### config.mk
export PLATFORM = sky130hd
export DESIGN_NAME = sigmoid_seq_ctrl
export DESIGN_NICKNAME = d
export VERILOG_FILES = /design/src/rtl/sigmoid_pkg.sv /design/src/rtl/sigmoid_seq_ctrl_mac.sv /design/src/rtl/sigmoid_seq_ctrl.sv
export SDC_FILE = /design/constraint.sdc
export NUM_CORES = 2
export LEC_CHECK = 0
export BUFFER_PORTS_ARGS = -buffer_cell sky130_fd_sc_hd__buf_2
export CORE_ASPECT_RATIO = 2
export CORE_UTILIZATION = 65
export CTS_CLUSTER_SIZE = 25
export DETAILED_ROUTE_END_ITERATION = 10
export GPL_ROUTABILITY_DRIVEN = 0
export PLACE_DENSITY = 0.88
export SLEW_MARGIN = 15
export SYNTH_ARGS = -nofsm -noshare
export SYNTH_HDL_FRONTEND = slang
export SYNTH_HIERARCHICAL = 1
export SYNTH_SLANG_ARGS = --single-unit
### constraint.sdc
create_clock -name clk -period 15 [get_ports clk]
set_input_delay 1.5 -clock clk [delete_from_list [all_inputs] [get_ports clk]]
set_output_delay 1.5 -clock clk [all_outputs]
set_load 0.03 [all_outputs]
### src/rtl/sigmoid_pkg.sv
// Shared Q4.28 constants, function IDs, FSM state encoding and saturation helper
// for the sigmoid sequencer.
package sigmoid_pkg;

  localparam logic [31:0] ONE       = 32'h1000_0000;
  localparam logic [31:0] TWO       = 32'h2000_0000;
  localparam logic [31:0] INV2      = 32'h0800_0000;
  localparam logic [31:0] INV6      = 32'h02AA_AAAA;
  localparam logic [31:0] INV24     = 32'h00AA_AAAA;
  localparam logic [31:0] INV120    = 32'h0022_2222;
  localparam logic [31:0] C_48_17   = 32'h2D2D_2D2D;
  localparam logic [31:0] NEG_32_17 = 32'hE1E1_E1E2;

  localparam logic [31:0] X_MIN = 32'hE000_0000;
  localparam logic [31:0] X_MAX = 32'h1E00_0000;

  localparam logic [9:0] FID_SIGMOID_DEF = 10'd1;
  localparam logic [9:0] FID_PERF_READ   = 10'd2;
  localparam logic [9:0] FID_PERF_CLEAR  = 10'd3;

  typedef enum logic [2:0] {IDLE, EXP, ADD1, NORM, SEED, NR, OUT} state_t;

  function automatic logic [31:0] sat32(input logic signed [63:0] v);
    if (v > 64'sh0000_0000_7FFF_FFFF) return 32'h7FFF_FFFF;
    if (v < -64'sh0000_0000_8000_0000) return 32'h8000_0000;
    return v[31:0];
  endfunction

endpackage

### src/rtl/sigmoid_seq_ctrl_mac.sv
// Combinational saturating Q4.28 multiply-add: r = sat32(((a*b) >>> 28) + c).
module q428_mac
  import sigmoid_pkg::*;
(
  input  logic [31:0] a,
  input  logic [31:0] b,
  input  logic [31:0] c,
  output logic [31:0] r
);

  logic signed [63:0] a_ext, b_ext, c_ext, prod, sum;

  always_comb begin
    a_ext = {{32{a[31]}}, a};
    b_ext = {{32{b[31]}}, b};
    c_ext = {{32{c[31]}}, c};
    prod  = a_ext * b_ext;
    sum   = (prod >>> 28) + c_ext;
    r     = sat32(sum);
  end

endmodule

### src/rtl/sigmoid_seq_ctrl.sv
// Multi-cycle 1/(1+e^x) sequencer on one shared Q4.28 MAC behind a CFU cmd/rsp port.
// Optional SIGMOID_PERF_CNT_EN adds a completed-sigmoid counter (fid 2 read, fid 3 clear).
//
// state | meaning
// IDLE  | waiting for a command / holding a passthrough response
// EXP   | Horner steps of the 5th-order Taylor e^x (5 cycles)
// ADD1  | d = e^x + 1
// NORM  | shift d into [0.5,1), latch shift k
// SEED  | linear reciprocal seed 48/17 - 32/17*dn
// NR    | Newton-Raphson, alternating t and y updates
// OUT   | publish y >>> k
module sigmoid_seq_ctrl
  import sigmoid_pkg::*;
#(
  parameter int          NR_ITERS    = 3,
  parameter logic [9:0]  FID_SIGMOID = FID_SIGMOID_DEF
) (
  input  logic        clk,
  input  logic        reset,
  input  logic        cmd_valid,
  output logic        cmd_ready,
  input  logic [9:0]  cmd_payload_function_id,
  input  logic [31:0] cmd_payload_inputs_0,
  input  logic [31:0] cmd_payload_inputs_1,
  output logic        rsp_valid,
  input  logic        rsp_ready,
  output logic [31:0] rsp_payload_outputs_0,
  output logic        busy
);

  localparam logic [3:0] NR_LAST = 4'(2 * NR_ITERS - 1);

  state_t      state;
  logic [31:0] x_q, acc, dn, y, t;
  logic [1:0]  k;
  logic [3:0]  cnt;

  logic [31:0] mac_a, mac_b, mac_c, mac_r;
  logic [31:0] x_clamp, dn_norm, pt_data;
  logic [1:0]  k_norm;
  logic        accept;
  logic        unused_inputs;

  assign unused_inputs = ^cmd_payload_inputs_1;
  assign cmd_ready     = (state == IDLE) && !rsp_valid && !reset;
  assign accept        = cmd_valid && cmd_ready;

  always_comb begin
    if ($signed(cmd_payload_inputs_0) < $signed(X_MIN))      x_clamp = X_MIN;
    else if ($signed(cmd_payload_inputs_0) > $signed(X_MAX)) x_clamp = X_MAX;
    else                                                     x_clamp = cmd_payload_inputs_0;
  end

  // d is positive here, so logical shifts are safe; k saturates at 3.
  always_comb begin
    k_norm = 2'd3;
    if ((acc >> 2) < ONE) k_norm = 2'd2;
    if ((acc >> 1) < ONE) k_norm = 2'd1;
    dn_norm = acc >> k_norm;
  end

  always_comb begin
    mac_a = '0;
    mac_b = '0;
    mac_c = '0;
    case (state)
      EXP: begin
        mac_a = acc;
        mac_b = x_q;
        case (cnt)
          4'd4:    mac_c = INV24;
          4'd3:    mac_c = INV6;
          4'd2:    mac_c = INV2;
          default: mac_c = ONE;
        endcase
      end
      ADD1: begin
        mac_a = acc;
        mac_b = ONE;
        mac_c = ONE;
      end
      SEED: begin
        mac_a = dn;
        mac_b = NEG_32_17;
        mac_c = C_48_17;
      end
      NR: begin
        if (cnt[0]) begin
          mac_a = dn;
          mac_b = -y;
          mac_c = TWO;
        end else begin
          mac_a = y;
          mac_b = t;
        end
      end
      default: ;
    endcase
  end

  q428_mac u_mac (
    .a (mac_a),
    .b (mac_b),
    .c (mac_c),
    .r (mac_r)
  );

`ifdef SIGMOID_PERF_CNT_EN
  logic [31:0] perf_cnt;
  logic        rsp_sig;

  always_ff @(posedge clk or posedge reset) begin
    if (reset) begin
      perf_cnt <= '0;
      rsp_sig  <= 1'b0;
    end else begin
      if (state == OUT) rsp_sig <= 1'b1;
      else if (accept)  rsp_sig <= 1'b0;
      if (accept && cmd_payload_function_id == FID_PERF_CLEAR) perf_cnt <= '0;
      else if (rsp_valid && rsp_ready && rsp_sig)            perf_cnt <= perf_cnt + 32'd1;
    end
  end

  always_comb begin
    case (cmd_payload_function_id)
      FID_PERF_READ:  pt_data = perf_cnt;
      FID_PERF_CLEAR: pt_data = '0;
      default:        pt_data = cmd_payload_inputs_0;
    endcase
  end
`else
  assign pt_data = cmd_payload_inputs_0;
`endif

  always_ff @(posedge clk or posedge reset) begin
    if (reset) begin
      state                 <= IDLE;
      rsp_valid             <= 1'b0;
      rsp_payload_outputs_0 <= '0;
      busy                  <= 1'b0;
      x_q                   <= '0;
      acc                   <= '0;
      dn                    <= '0;
      y                     <= '0;
      t                     <= '0;
      k                     <= '0;
      cnt                   <= '0;
    end else begin
      if (rsp_valid && rsp_ready) rsp_valid <= 1'b0;
      case (state)
        IDLE: begin
          if (accept) begin
            if (cmd_payload_function_id == FID_SIGMOID) begin
              x_q   <= x_clamp;
              acc   <= INV120;
              cnt   <= 4'd4;
              busy  <= 1'b1;
              state <= EXP;
            end else begin
              rsp_valid             <= 1'b1;
              rsp_payload_outputs_0 <= pt_data;
            end
          end
        end
        EXP: begin
          acc <= mac_r;
          cnt <= cnt - 4'd1;
          if (cnt == 4'd0) state <= ADD1;
        end
        ADD1: begin
          acc   <= mac_r;
          state <= NORM;
        end
        NORM: begin
          dn    <= dn_norm;
          k     <= k_norm;
          state <= SEED;
        end
        SEED: begin
          y     <= mac_r;
          cnt   <= NR_LAST;
          state <= NR;
        end
        NR: begin
          if (cnt[0]) t <= mac_r;
          else        y <= mac_r;
          cnt <= cnt - 4'd1;
          if (cnt == 4'd0) state <= OUT;
        end
        OUT: begin
          rsp_payload_outputs_0 <= $signed(y) >>> k;
          rsp_valid             <= 1'b1;
          busy                  <= 1'b0;
          state                 <= IDLE;
        end
        default: state <= IDLE;
      endcase
    end
  end

endmodule

==> impl_metrics.tcl <==
set metrics [dict create \
    status "finished with violations" \
    violations "design-rule violations" \
    syn_to_final_growth_pct 4.80 \
    hold_viol_final 0 \
    insertion_delay_ns 0.50 \
    cp_slowest_cell "a221oi_2" \
    ys.warnings.count 6 \
    netlist_instances 5229 \
    crit_type "reg -> reg" \
    seq_area_frac_synth_pct 10.5 \
    cts.htree.levels 1 \
    synth_area_leaders "fa_1 45%, dfrtp_1 11%, inv_1 7.7%, nand2_1 6.4%, and2_1 6.4%" \
    ys_types 75 \
    met2_usage_pct 69.3 \
    numCtsBuffers 19 \
    startpoint_type "flip-flop" \
    synth-edff-count 0 \
    worst-path-stages 40 \
    grt_util_met3_pct 11.7 \
    dpl.hpwl_um 114000 \
    ys_ff_latch 203 \
    critPathMaxStageDelay_ns 1.01 \
    setup_slack_ns 0.121 \
    die_x_um 195 \
    cts-hold-fix-buffers 0 \
    fin_skew_ns 0.00918 \
    clock_path_buffers 3 \
    fin_nets 6532 \
    critical_path_buf_inv_count 5 \
    coreArea_mm2 0.0737 \
    port-buffer-count 80 \
    finalWirelength_um 153000 \
    wl_per_cell_um 25.1 \
    grt_pass1_vias 44600 \
    crit_fanout 26 \
    grtUsageTotal_pct 41.9 \
    async_reset_ff_share_pct 100 \
    drt-vias-per-instance 6.54 \
    std_cell_rows 141 \
    max_freq_mhz 67.2 \
    fp.dieArea_mm2 0.0755 \
    postSynthAreaPerCell_um2 9.24 \
    crit_arrival_ns 15.31 \
    cts_sinks 203 \
    clkTransAtPathRegs_ns 0.07 \
    grt_use_met1_pct 41.3 \
    pin_count 113 \
    drc 2 \
    n_fill_cell 5113 \
    hold_path.class "reg -> reg" \
    slew_violations 0 \
    drive_gt1_share_pct 7.19 \
    crit_required_ns 15.43 \
    die_h_um 388 \
    cp_top_family "compound AO/OA/AOI/OAI gates" \
    routed-via-count 39900 \
    grt-ovfl-total 0 \
    cp-end-kind "flip-flop" \
    r2r.worst_path.cells 40 \
    grt_max_degree 126 \
    synth_area_mm2 0.0483 \
    dp_slack_ns 1.07 \
    min_period_ns 14.88 \
    ys_dominant_reg_cell "dfrtp_1" \
    setup_violations 0 \
    clockRootBuffer "clkbuf_16" \
    relSlewSlack_pct 9.68 \
    hold_slack_ns 0.474 \
    yosysTopAreaCellShare_pct 44.8 \
    synth_area_leader_cell "fa_1" \
    hold-path-cell-count 2 \
    min_period_over_period_pct 99.2 \
    cpMostUsedCell "fa_1" \
    initial_core_util_pct 65.6 \
    ant_nets 0 \
    grt_first_pass_wirelength_um 237000 \
    power_density_mw_per_mm2 37.2 \
    p_leak_nw 25.1 \
    cts_tree "built" \
    dr.first_iter.drc_count 4075 \
    grt-busiest-layer "met2" \
    detailedRoute.firstPassIterationCount 11 \
    tightestPinTransition_ns 1.35 \
    peakVddDrop_uv 102 \
    antenna_found_initial 18 \
    timing.max_cap.violations 0 \
    fin_util_pct 68.7 \
]
## path summary, 6_finish.rpt
kind / from / endpoint / slack [ns]
worst max-delay path: state[0] / y[13] / 0.12
max in group asynchronous: reset / acc[15] / 12.24
min in group asynchronous: reset / rsp_valid / 1.14
worst min-delay path: x_q[28] / x_q[28] / 0.47
worst max register to register: state[0] / y[13] / 0.12
worst min register to register: x_q[28] / x_q[28] / 0.47
## timing repair
action | 4_1_cts | 5_1_grt
endpoints found under the setup margin | 0 | 26
setup buffers | 0 | 12
gates resized for setup | 0 | 16
## cells in the final DEF, fill, tap and decap left out, drive strengths merged, types with 22 or more instances in the layout
cell and n:
a21o 40, a21oi 145, a221o 29, a222oi 33
a22o 25, a31oi 37, and2 492, buf 202
clkbuf 23, dfrtp 203, fa 1082, ha 225
inv 991, mux2 36, mux4 29, nand2 819
nand2b 22, nand3 61, nor2 135, nor3 37
o21ai 135, xnor2 65, xor2 39
## state kept, by name (all words and copies together), names as in the netlist
register and flops:
acc 32, x_q 32, dn 32, y 32, k 2, busy 1, state 3, rsp_valid 1
t 32, cnt 4, rsp_payload_outputs_0 32
## Yosys cell counts, types with 6 or more instances
master    count
mux2i_1       7
o21a_1       13
buf_2        12
a31oi_1      37
nand2_1     819
o211ai_1      9
mux2_2       36
or2_2         7
o21ai_1       7
o31ai_1       6
fa_1       1082
a211oi_1     10
nor2b_1      13
ha_1        225
a22o_1       25
a222oi_1     33
clkbuf_1    295
nor3_1       36
and3_1       13
a211o_1       9
nand3_1      60
a21oi_1     144
inv_1       997
xor2_1       39
buf_1         7
and2_1      491
a221o_1      29
dfrtp_1     203
nor2_1      135
nor4_1       19
mux4_2       29
or3_1         8
o21bai_1     11
nand2b_1     22
a22oi_1      15
nand4_1      19
xnor2_1      65
a21o_1       40
a221oi_1     20
o21ai_0     125
## tightest hold or removal path, cell delays in order (launching register included)
cell and delay [ns]:
dfrtp_1 0.33, nand2_1 0.04, o21ai_0 0.06
## power by group
group	switching [mW]	internal, mW	total, mW
sequential	0.228	0.688	0.916
clock	0.217	0.277	0.493
combinational	0.254	0.222	0.476
## per-layer routing
layer  share of wire [%]  routed length [um]
met5               0.074                 113
met4                  14               20900
met3                  11               16200
met2                  48               74100
met1                  27               41800
## metrics by stage
stage	std cells	power (mW)	instance area (um^2)	setup TNS (ns)
after floorplan	5241	1.18	48400	0
after global placement	6038	1.33	49800	0
after detailed placement	6038	1.36	49800	0
after CTS	6070	1.84	50400	0
after global routing	6088	1.94	50600	-0.313
final	6094	1.89	50700	0
## cell type report
class	count	area, um^2	share of cell area (%)
Multi-Input combinational cell	3724	38600	76.2
Clock inverter	9	97.6	0.193
Antenna cell	7	17.5	0.0346
Sequential cell	203	5080	10.0
Clock buffer	23	510	1.01
Inverter	997	3770	7.45
Tap cell	929	1160	2.29
Timing Repair Buffer	202	1390	2.75
## logic make-up after synthesis
group,after synthesis,share of synthesized area (%)
simple gates,1660,16.4
buf+inv,1316,10.3
fa+ha+maj,1307,50.6
compound gates,566,7.86
flops,203,10.5
xor+xnor,104,1.88
mux,72,2.33
other cells,1,0.00776
No activity file was read; power rests on OpenSTA's default activity.
